## config.mk

```make
export PLATFORM = sky130hd
export DESIGN_NAME = rst_seq_ctrl_flat
export DESIGN_NICKNAME = d
export VERILOG_FILES = /design/src/rtl/rst_seq_ctrl_if.sv /design/src/rtl/rst_seq_ctrl.sv /design/src/flat_wrapper.sv
export SDC_FILE = /design/constraint.sdc
export NUM_CORES = 1
export LEC_CHECK = 0
export CAP_MARGIN = 20
export CORE_MARGIN = 2
export CORE_UTILIZATION = 30
export CTS_CLUSTER_SIZE = 24
export DETAILED_ROUTE_END_ITERATION = 7
export SKIP_CTS_REPAIR_TIMING = 1
export SLEW_MARGIN = 0
export SYNTH_ARGS = -nofsm -noshare
export SYNTH_HDL_FRONTEND = slang
export SYNTH_SLANG_ARGS = --single-unit
```

## constraint.sdc

```tcl
create_clock -name clk -period 5.1 [get_ports clk]
set_input_delay 1.02 -clock clk [delete_from_list [all_inputs] [get_ports clk]]
set_output_delay 1.02 -clock clk [all_outputs]
set_load 0.1 [all_outputs]
```

## src/rtl/rst_seq_ctrl_if.sv

```systemverilog
// Handshake bundle between the reset sequencer (master) and the reset domains / software (slave).
interface rst_seq_ctrl_if #(
    parameter int unsigned NUM_DOMAINS = 4,
    parameter int unsigned IDX_W       = 2
);
    logic                   sw_rst_req;
    logic [NUM_DOMAINS-1:0] dom_ack;
    logic [NUM_DOMAINS-1:0] dom_rst_n;
    logic                   seq_done;
    logic                   seq_err;
    logic [IDX_W-1:0]       err_dom;

    modport master (
        input  sw_rst_req,
        input  dom_ack,
        output dom_rst_n,
        output seq_done,
        output seq_err,
        output err_dom
    );

    modport slave (
        output sw_rst_req,
        output dom_ack,
        input  dom_rst_n,
        input  seq_done,
        input  seq_err,
        input  err_dom
    );
endinterface

```

## src/rtl/rst_seq_ctrl.sv

```systemverilog
// Reset-release sequencer: holds all domain resets, then releases domains one at a time in index
// order, waiting for each acknowledge; reports completion or the index of a failing domain.
module rst_seq_ctrl #(
    parameter int unsigned NUM_DOMAINS = 4,
    parameter int unsigned HOLD_CYCLES = 8,
    parameter int unsigned GAP_CYCLES  = 4,
    parameter int unsigned ACK_TIMEOUT = 16,
    parameter int unsigned CNT_W       = 8,
    parameter int unsigned IDX_W       = 2
) (
    input logic          clk,
    input logic          rst,
    rst_seq_ctrl_if.master bus
);
    typedef enum logic [2:0] {
        StHold,
        StRelease,
        StWaitAck,
        StGap,
        StDone,
        StError
    } state_e;

    localparam logic [IDX_W-1:0] LastIdx = IDX_W'(NUM_DOMAINS - 1);

    state_e                 state_q;
    logic [IDX_W-1:0]       idx_q;
    logic [CNT_W-1:0]       cnt_q;
    logic [CNT_W-1:0]       cnt_inc;
    logic [NUM_DOMAINS-1:0] rst_n_q;
    logic                   done_q;
    logic                   err_q;
    logic [IDX_W-1:0]       err_dom_q;
    logic [IDX_W-1:0]       low_drop;

    assign cnt_inc = (&cnt_q) ? cnt_q : cnt_q + 1'b1;

    // Lowest-index domain whose ack is currently low; only consulted once all are released.
    always_comb begin
        low_drop = '0;
        for (int i = NUM_DOMAINS - 1; i >= 0; i--) begin
            if (!bus.dom_ack[i]) begin
                low_drop = IDX_W'(i);
            end
        end
    end

    always_ff @(posedge clk) begin
        if (rst || bus.sw_rst_req) begin
            state_q   <= StHold;
            idx_q     <= '0;
            cnt_q     <= '0;
            rst_n_q   <= '0;
            done_q    <= 1'b0;
            err_q     <= 1'b0;
            err_dom_q <= '0;
        end else begin
            unique case (state_q)
                StHold: begin
                    if (32'(cnt_q) >= HOLD_CYCLES) begin
                        state_q <= StRelease;
                        cnt_q   <= '0;
                        idx_q   <= '0;
                    end else begin
                        cnt_q <= cnt_inc;
                    end
                end
                StRelease: begin
                    rst_n_q[idx_q] <= 1'b1;
                    cnt_q          <= '0;
                    state_q        <= StWaitAck;
                end
                StWaitAck: begin
                    if (bus.dom_ack[idx_q]) begin
                        cnt_q <= '0;
                        if (idx_q == LastIdx) begin
                            state_q <= StDone;
                            done_q  <= 1'b1;
                        end else begin
                            idx_q   <= idx_q + 1'b1;
                            state_q <= (GAP_CYCLES == 0) ? StRelease : StGap;
                        end
                    end else if (32'(cnt_q) + 1 >= ACK_TIMEOUT) begin
                        state_q        <= StError;
                        err_q          <= 1'b1;
                        err_dom_q      <= idx_q;
                        rst_n_q[idx_q] <= 1'b0;
                    end else begin
                        cnt_q <= cnt_inc;
                    end
                end
                StGap: begin
                    if (32'(cnt_q) + 1 >= GAP_CYCLES) begin
                        state_q <= StRelease;
                        cnt_q   <= '0;
                    end else begin
                        cnt_q <= cnt_inc;
                    end
                end
                StDone: begin
                    // Ack loss after completion: flag it but leave every domain released.
                    if (!(&bus.dom_ack)) begin
                        state_q   <= StError;
                        done_q    <= 1'b0;
                        err_q     <= 1'b1;
                        err_dom_q <= low_drop;
                    end
                end
                StError: begin
                    state_q <= StError;
                end
                default: begin
                    state_q <= StHold;
                end
            endcase
        end
    end

    assign bus.dom_rst_n = rst_n_q;
    assign bus.seq_done  = done_q;
    assign bus.seq_err   = err_q;
    assign bus.err_dom   = err_dom_q;
endmodule

```

## src/flat_wrapper.sv

```systemverilog
// flat-port wrapper written by rule: the top's interface ports become plain ports
module rst_seq_ctrl_flat 
#(
    parameter int unsigned NUM_DOMAINS = 4,
    parameter int unsigned HOLD_CYCLES = 8,
    parameter int unsigned GAP_CYCLES  = 4,
    parameter int unsigned ACK_TIMEOUT = 16,
    parameter int unsigned CNT_W       = 8,
    parameter int unsigned IDX_W       = 2
)
  (clk, rst, bus_sw_rst_req, bus_dom_ack, bus_dom_rst_n, bus_seq_done, bus_seq_err, bus_err_dom);
  rst_seq_ctrl_if #(.NUM_DOMAINS(NUM_DOMAINS), .IDX_W(IDX_W)) bus_i ();
  input logic clk;
  input logic rst;
  input wire logic [$bits(bus_i.sw_rst_req)-1:0] bus_sw_rst_req;
  input wire logic [$bits(bus_i.dom_ack)-1:0] bus_dom_ack;
  output wire logic [$bits(bus_i.dom_rst_n)-1:0] bus_dom_rst_n;
  output wire logic [$bits(bus_i.seq_done)-1:0] bus_seq_done;
  output wire logic [$bits(bus_i.seq_err)-1:0] bus_seq_err;
  output wire logic [$bits(bus_i.err_dom)-1:0] bus_err_dom;
  assign bus_i.sw_rst_req = bus_sw_rst_req;
  assign bus_i.dom_ack = bus_dom_ack;
  assign bus_dom_rst_n = bus_i.dom_rst_n;
  assign bus_seq_done = bus_i.seq_done;
  assign bus_seq_err = bus_i.seq_err;
  assign bus_err_dom = bus_i.err_dom;
  rst_seq_ctrl #(.NUM_DOMAINS(NUM_DOMAINS), .HOLD_CYCLES(HOLD_CYCLES), .GAP_CYCLES(GAP_CYCLES), .ACK_TIMEOUT(ACK_TIMEOUT), .CNT_W(CNT_W), .IDX_W(IDX_W)) u_core (.clk(clk), .rst(rst), .bus(bus_i));
endmodule
```

Yosys cells after proc, flatten, opt, wreduce, memory -nomap -nowiden

Cells that the tools add are included.

Output and inout bits: 8
Latch bits: 0
Word-level logic and storage cells: 89
Memory bits (writable): 0
Memories kept: 0
Input bits: 7
Bits in registers: 21
ROM bits: 0

Equal/unequal tests: 16
Multiply operators: 0
$lt $le $gt $ge: 5
Bitwise operators: 3
Multiplexer cells: 40
Shifts and indexed selects: 0
Reduce and logical (&&, ||, !) cells: 15
$add $sub $neg: 3
Div/mod/pow operators: 0

Operator list:

| operator                                                                 | count |
|---|---|
| 8-bit 2-to-1 mux                                                         | 5 |
| 32-bit by 3-bit >= comparator with 1-bit output (second input constant)  | 1 |
| 32-bit by 5-bit >= comparator with 1-bit output (second input constant)  | 1 |
| 8-bit one-hot mux with 4 select lines                                    | 1 |
| 2-bit 2-to-1 mux                                                         | 10 |
| 4-bit AND reduction                                                      | 5 |
| 3-bit 2-to-1 mux                                                         | 6 |
| 3-bit one-hot mux with 6 select lines                                    | 1 |
| 2-bit by 1-bit inequality test with 1-bit output (second input constant) | 5 |
| 8-bit by 1-bit adder with 9-bit output (second input constant)           | 1 |
| 8-bit by 1-bit adder with 8-bit output (second input constant)           | 1 |
| 8-bit by 4-bit >= comparator with 1-bit output (second input constant)   | 1 |
| 1-bit 2-to-1 mux                                                         | 8 |
| 4-bit 2-to-1 mux                                                         | 2 |
| 2-bit one-hot mux with 2 select lines                                    | 2 |
| 4-bit one-hot mux with 2 select lines                                    | 1 |
| 8-bit AND reduction                                                      | 1 |
| 3-bit by 2-bit == test with 1-bit output (second input constant)         | 2 |
| 3-bit == test (second input constant)                                    | 2 |
| 2-bit inequality test (second input constant)                            | 3 |
| 2-bit nonzero test                                                       | 3 |
| 4-bit bitwise AND                                                        | 1 |
| 4-bit inverter                                                           | 1 |
| 4-bit bitwise OR                                                         | 1 |
| other kinds (16)                                                         | 17 |

Longest topological paths before layout

Gate-level depths: netlist of the first run.

Depth after elaboration: 9
Depth in mapped cells: 7
Depth with buffers taken out: 6

Least setup slack after synthesis of the first run

OpenSTA, ideal clock, no wires.

Path type: in2reg
From: input port bus_dom_ack[3]
To: register u_core.cnt_q[2]
Arrival time: 2.283 ns
Path buffers: 1
Slack: 2.731 ns
Stages: 5
Setup time: 0.086 ns
Required time: 5.014 ns
Cell sequence: mux4_2 > a211oi_2 > buf_2 > nor2_1 > a211oi_1

Cells in the longest elaborated chain, start to end: 4
Elaborated cells between the ends (all ways): 6
Those cells by class: eq/ne (1); mux (4); reduce/logical (1)

Ends and longest elaborated chain:

| element                                                                              | RTL line           | text |
|---|---|---|
| from (decl)                                                                          | flat_wrapper.sv:16 | `input wire logic [$bits(bus_i.dom_ack)-1:0] bus_dom_ack;` |
| 1-bit binary-select mux with 2-bit select *                                          | rst_seq_ctrl.sv:74 | `if (bus.dom_ack[idx_q]) begin` |
| 1-bit 2-to-1 mux (not written as such) *                                             | rst_seq_ctrl.sv:74 |  |
| 8-bit 2-to-1 mux or 3-bit by 2-bit inequality test with 1-bit output (tied branches) | n/a                |  |
| 8-bit one-hot mux with 4 select lines or 2-bit AND reduction (tied branches)         | n/a                |  |
| to (signal assigned)                                                                 | rst_seq_ctrl.sv:65 | `cnt_q <= cnt_inc;` |
| to (signal assigned)                                                                 | rst_seq_ctrl.sv:89 | `cnt_q <= cnt_inc;` |
| to (signal assigned)                                                                 | rst_seq_ctrl.sv:97 | `cnt_q <= cnt_inc;` |
| to (decl)                                                                            | rst_seq_ctrl.sv:28 | `logic [CNT_W-1:0] cnt_q;` |

Every way passes the cells marked *; elsewhere a longest branch is shown, timed or not. The select of a mux whose other input is x is not followed.
A chain may end at the register's enable or synchronous reset.

Worst setup path after layout of the first run

From: input port bus_dom_ack[0]
To: register u_core.err_dom_q[1], in the netlist u_core.bus.err_dom[1]

Cells in the longest elaborated chain, start to end: 4
Elaborated cells between the ends (all ways): 9
Those cells by class: eq/ne (2); mux (5); reduce/logical (2)

Ends and longest elaborated chain:

| element                                   | RTL line            | text |
|---|---|---|
| 1-bit binary-select mux with 2-bit select | rst_seq_ctrl.sv:74  |  |
| 1-bit 2-to-1 mux (not written as such)    | rst_seq_ctrl.sv:74  |  |
| 2-bit inequality test (no source line)    | n/a                 |  |
| 4-bit AND reduction (no source line)      | n/a                 |  |
| to (signal assigned)                      | rst_seq_ctrl.sv:86  | `err_dom_q <= idx_q;` |
| to (signal assigned)                      | rst_seq_ctrl.sv:106 | `err_dom_q <= low_drop;` |
| to (decl)                                 | rst_seq_ctrl.sv:33  | `logic [IDX_W-1:0] err_dom_q;` |

Several ways; a longest one is shown, not always the timed one. The select of a mux whose other input is x is not followed.

==> out/results.ini, run 1 <==
[status]
status=completed

[cts]
cts_tree=done
worstSkewPairLatency_ps=260
path_clk_slew_ps=80
clock-root-buffer=clkbuf_8
cts.htree.levels=1
cts_buffer_depth=2
clock-sinks=21
cts_inserted_buffers=3

[global_route]
grt_pass1_vias=1037
grt_max_degree=18
overflow=0
antenna_found_initial=0
grt_pass1_wl_mm=4.595
grt.total_usage=0.1326

[yosys]
synth_warnings=0
ys_types=47
ys_ff_latch=21
syn_inst=137
async_flop_share=0
syn_area_mm2=0.001187
synth_area_per_cell_um2=8.667
seq_area_frac_synth=0.3541
synth_nets=150
synth_edf_count=0
synth-main-ff-cell=dfxtp_1

[die]
dieArea_mm2=0.004477
chipWidth_um=66.91
fp.dieH_um=66.91
start_util=0.3172
core_mm2=0.003744
io_pins=15
num_rows=22

[timing]
min_period_ps=3049
fmax_ghz=0.3280
relSlewSlack=0.3472
finalSetupTns_ps=0
hold_viol=0
max_slew.worst_pin.slew_ps=976.2
finalSetupViolCount=0
finalMaxSlewViolations=0
finClkSkew_ps=5.095
period_share=0.5978
rsz0062_at_grt=false
whs_ps=497.3

[worst_setup_path]
start_kind=primary input
r2r_cells=6
criticalPathCategory=in2reg
reg2reg_slack_ps=2630
crit_fanout=15
arrival_ps=3200
crit_required_ps=5250
r2r-end=u_core.bus.err_dom[1]
r2r-start=u_core.cnt_q[0]
cp-end-kind=flip-flop

[routing]
ant_nets=0
wl_per_cell_um=13.42
first_pass_iters=4
route.vias.total=1089
drc=0
initialDrtViolationCount=17
viasPerCell=5.556
routed_wl_mm=2.630

[hold_path]
holdCritStartpoint=u_core.bus.seq_err
min_path_type=reg2reg
hold_depth=2
holdPathEnd=u_core.bus.seq_err

[layout]
nFillCells=408
diodes=0
final_cell_area_mm2=0.001399
drive_above_1_share=0.1014
syn_to_final_growth_pct=17.81
final_nets=162

[place]
place_area_mm2=0.001354
dpl.hpwl_mm=1.963
io_buffers=14
globalplace.congestion=0.8853

[flow_run]
maxCapViolations=0

[power_and_ir_drop]
leakage_nw=0.5071
cellPowerDensity_mw_per_mm2=207.0
vdd_drop_max_v=0.00009265

## cell type report
| type | instances | area (um2) | share of cell area |
|---|---|---|---|
| Timing Repair Buffer | 14 | 140.1 | 0.1002 |
| Inverter | 8 | 30.03 | 0.02147 |
| Clock buffer | 4 | 45.04 | 0.03220 |
| Tap cell | 48 | 60.06 | 0.04293 |
| Multi-Input combinational cell | 101 | 703.2 | 0.5027 |
| Sequential cell | 21 | 420.4 | 0.3005 |
## synth_stat cells, drive strengths merged (2+ instances only)
| master | number | area share |
|---|---|---|
| clkbuf | 2 | 0.0063 |
| o31ai | 3 | 0.019 |
| nand4 | 2 | 0.011 |
| nor3 | 7 | 0.030 |
| a211oi | 6 | 0.042 |
| a31oi | 5 | 0.026 |
| and3 | 4 | 0.022 |
| o31a | 2 | 0.016 |
| nand2 | 9 | 0.028 |
| o21ai | 7 | 0.030 |
| dfxtp | 21 | 0.35 |
| nor2 | 9 | 0.028 |
| o211ai | 3 | 0.019 |
| inv | 8 | 0.025 |
| or2 | 2 | 0.011 |
| o311a | 3 | 0.026 |
| ha | 6 | 0.063 |
| a21boi | 3 | 0.019 |
| a21oi | 5 | 0.021 |
| buf | 5 | 0.022 |
| nand3 | 4 | 0.017 |
| or3 | 2 | 0.019 |
## kinds of logic after synthesis
kind of cell | count (synthesis) | share of synthesized area
and+or+nand+nor | 46 | 0.2118
muxes | 3 | 0.03688
adders and majority gates | 6 | 0.06322
AOI/OAI and AO/OA | 46 | 0.2803
buffers and inverters | 15 | 0.05374
DFF | 21 | 0.3541
## per-layer routing
metal | share of wire | GRT usage
met4 | 0.014 | 0.04592
met3 | 0.035 | 0.01520
met2 | 0.49 | 0.2363
met5 | 0 | 0
met1 | 0.46 | 0.1637
## metrics by stage
| step | util | setup slack, ps | instances | total power, W |
|---|---|---|---|---|
| after global routing | 0.3737 | 1822 | 196 | 0.0003020 |
| after floorplan | - | 2731 | 137 | 0.0001770 |
| after CTS | 0.3737 | 2058 | 196 | 0.0002932 |
| after global placement | 0.3616 | 1865 | 192 | 0.0001842 |
| after detailed placement | 0.3616 | 1786 | 192 | 0.0001845 |
| final | 0.3737 | 2051 | 196 | 0.0002896 |
## where the power goes
part / internal (W) / total (W) / switching, W / leakage [nW]
Combinational: 0.00000717 / 0.0000149 / 0.00000769 / 0.315
Sequential: 0.000165 / 0.000166 / 0.00000117 / 0.169
Clock: 0.0000556 / 0.000109 / 0.0000534 / 0.0228
## worst max-delay path by stage
stage                   start                     to  slack, ps  depth (start not counted)
6_report       bus_dom_ack[0]  u_core.bus.err_dom[1]       2050                          5
5_1_grt        bus_dom_ack[0]  u_core.bus.err_dom[1]       1820                          5
4_1_cts        bus_dom_ack[0]  u_core.bus.err_dom[1]       2060                          5
3_5_place_dp   bus_dom_ack[0]  u_core.bus.err_dom[1]       1790                          5
3_3_place_gp   bus_dom_ack[0]  u_core.bus.err_dom[1]       1870                          5
2_1_floorplan  bus_dom_ack[3]        u_core.cnt_q[2]       2730                          5
## worst max-delay path, stage by stage
cell	delay (ps)
clkdlybuf4s50_1	450
mux4_2	540
a211oi_2	730
nor3_1	110
a2111oi_0	360
## layout by cell type (no fill, tap or decap), types with 2 or more instances in the layout
master	instances
ha_1	6
inv_1	8
nor3_1	7
dfxtp_1	21
o211ai_1	3
or3_4	2
a21oi_1	5
or2_2	2
nand3_1	4
o311a_1	2
nand2_1	9
clkdlybuf4s50_1	14
o31ai_1	3
nor2_1	9
a211oi_1	5
clkbuf_8	3
o21ai_0	7
a21boi_0	3
and3_1	3
nand4_1	2
a31oi_1	5
(Power assumes the default switching activity.)
==> inputs of run 2 (changes only) <==
clock period = 2.89 ns   (was 5.1 ns; I/O delays follow)
==> out/results.ini, run 2 (synthesis results as in run 1) <==
[timing]
max_slew.worst_pin.slew_ps=570.6  ; -405.5 ps
finClkSkew_ps=3.253  ; -1.843 ps
fin_ws_ps=573.9  ; -1477 ps
finalSetupViolCount=0  ; unchanged
period_share=0.8014
hold_viol=0  ; unchanged
relSlewSlack=0.6182  ; +0.2710
finalSetupTns_ps=0  ; unchanged
min_period_ps=2316
finalMaxSlewViolations=0  ; unchanged
rsz0062_at_grt=false
fmax_ghz=0.4318

[die]
num_rows=22  ; unchanged
start_util=0.3172  ; unchanged
io_pins=15  ; unchanged
chipWidth_um=66.91  ; unchanged
core_mm2=0.003744  ; unchanged
dieArea_mm2=0.004477  ; unchanged
fp.dieH_um=66.91  ; unchanged

[cts]
cts_tree=done
cts_buffer_depth=2  ; unchanged
path_clk_slew_ps=80  ; about the same
cts_inserted_buffers=3  ; unchanged
clock-root-buffer=clkbuf_8
clock-sinks=21  ; unchanged
cts.htree.levels=1  ; unchanged
worstSkewPairLatency_ps=260  ; about the same

[power_and_ir_drop]
p_switching_w=0.0001088  ; +75%
vdd_drop_max_v=0.0002113  ; +130%
leakage_nw=0.5397  ; +6.4%
clockPowerShare=0.374  ; -0.002
p_comb_frac=0.054  ; +0.003
swShare=0.2130  ; -0.001954
pwr-share-seq=0.573  ; about the same
cellPowerDensity_mw_per_mm2=364.5  ; +76%
power.internal_w=0.0004020  ; +77%

[place]
io_buffers=14  ; unchanged
place_area_mm2=0.001356  ; +0.18%
globalplace.congestion=0.8342  ; -5.8%
dpl.hpwl_mm=2.001  ; +1.9%
pre_cts_slack_ps=275.0  ; -1511 ps

[layout]
nFillCells=403  ; -1.2%
syn_to_final_growth_pct=18.02
final_nets=165  ; +1.9%
final_cell_mix=dfxtp_1 (21), buf_4 (11), nand2_1 (9), nor2_1 (9), inv_1 (8)
multi_input_area_um2=703.2  ; unchanged
seq_area_um2=420.4  ; unchanged
diodes=0  ; unchanged
final_cell_area_mm2=0.001401  ; +0.18%
drive_above_1_share=0.1722  ; +0.07083
final_common_cell=dfxtp_1

[routing]
drc=0  ; unchanged
first_pass_iters=4  ; unchanged
ant_nets=0  ; unchanged
routed_wl_mm=2.627  ; -0.11%
wl_per_cell_um=13.20  ; -1.6%
viasPerCell=5.427  ; -2.3%
route.vias.total=1080  ; -0.83%
initialDrtViolationCount=18  ; +1

[worst_setup_path]
startpoint=bus_dom_ack[0]
crit_required_ps=3020  ; -2230 ps
start_kind=primary input
arrival_ps=2440  ; -760 ps
criticalPathCategory=in2reg
cp-end-kind=flip-flop
r2r-start=u_core.cnt_q[0]
crit_fanout=11  ; -4

[global_route]
overflow=0  ; unchanged
grt.total_usage=0.1342  ; +0.001579
grt_pass1_vias=1029  ; -0.77%
grt_max_degree=18  ; unchanged
grt_pass1_wl_mm=4.636  ; +0.89%
antenna_found_initial=0  ; unchanged

[status]
status=completed

[hold_path]
holdCritStartpoint=u_core.bus.seq_err
min_path_type=reg2reg

[flow_run]
maxCapViolations=0  ; unchanged

run 2: cell type report:
class | instances | share of cell area
multi-input cells | 101 | 0.5018
flip-flops and latches | 21 | 0.3000
repair buffers | 17 | 0.1018
well taps | 48 | 0.04286
clock buffers | 4 | 0.03214
inverters | 8 | 0.02143
run 2: stage by stage:
step                  util  power (W)  hold slack (ps)  cells
floorplan                -  0.0003123            486.6    137
global placement    0.3623  0.0003261            482.3    195
detailed placement  0.3623  0.0003266            479.2    195
CTS                 0.3743  0.0005132            511.5    199
global route        0.3743  0.0005301            541.1    199
finish              0.3743  0.0005107            501.5    199
run 2: layer usage:
metal / global-route usage / up-vias / wire length, um
met4: 0.06122 / 0 / 17
met1: 0.1713 / 513 / 1239
met3: 0.01689 / 2 / 76
met2: 0.2238 / 18 / 1295
met5: 0 / - / 0
li1: - / 547 / -
run 2: final timing paths:
path | end | cells past startpoint | slack [ps]
worst min-delay path | u_core.bus.seq_err | 2 | 500
worst max-delay path | u_core.bus.err_dom[1] | 6 | 570
worst max register to register | u_core.bus.err_dom[1] | 7 | 750
worst min register to register | u_core.bus.seq_err | 2 | 500
run 2: critical path: stages:
cell and delay [ps]:
clkdlybuf4s50_1 460, mux4_2 540, a211oi_2 200, buf_4 200, nor3_1 60, a2111oi_0 400
run 2: power by group through the flow:
| stage | combinational (W) | sequential (W) | clock, W |
|---|---|---|---|
| 2_1_floorplan | 0.0000136 | 0.000299 | 0 |
| 3_3_place_gp | 0.0000269 | 0.000299 | 0 |
| 3_5_place_dp | 0.0000274 | 0.000299 | 0 |
| 4_1_cts | 0.0000274 | 0.000292 | 0.000193 |
| 5_1_grt | 0.0000310 | 0.000293 | 0.000206 |
| 6_report | 0.0000275 | 0.000292 | 0.000191 |
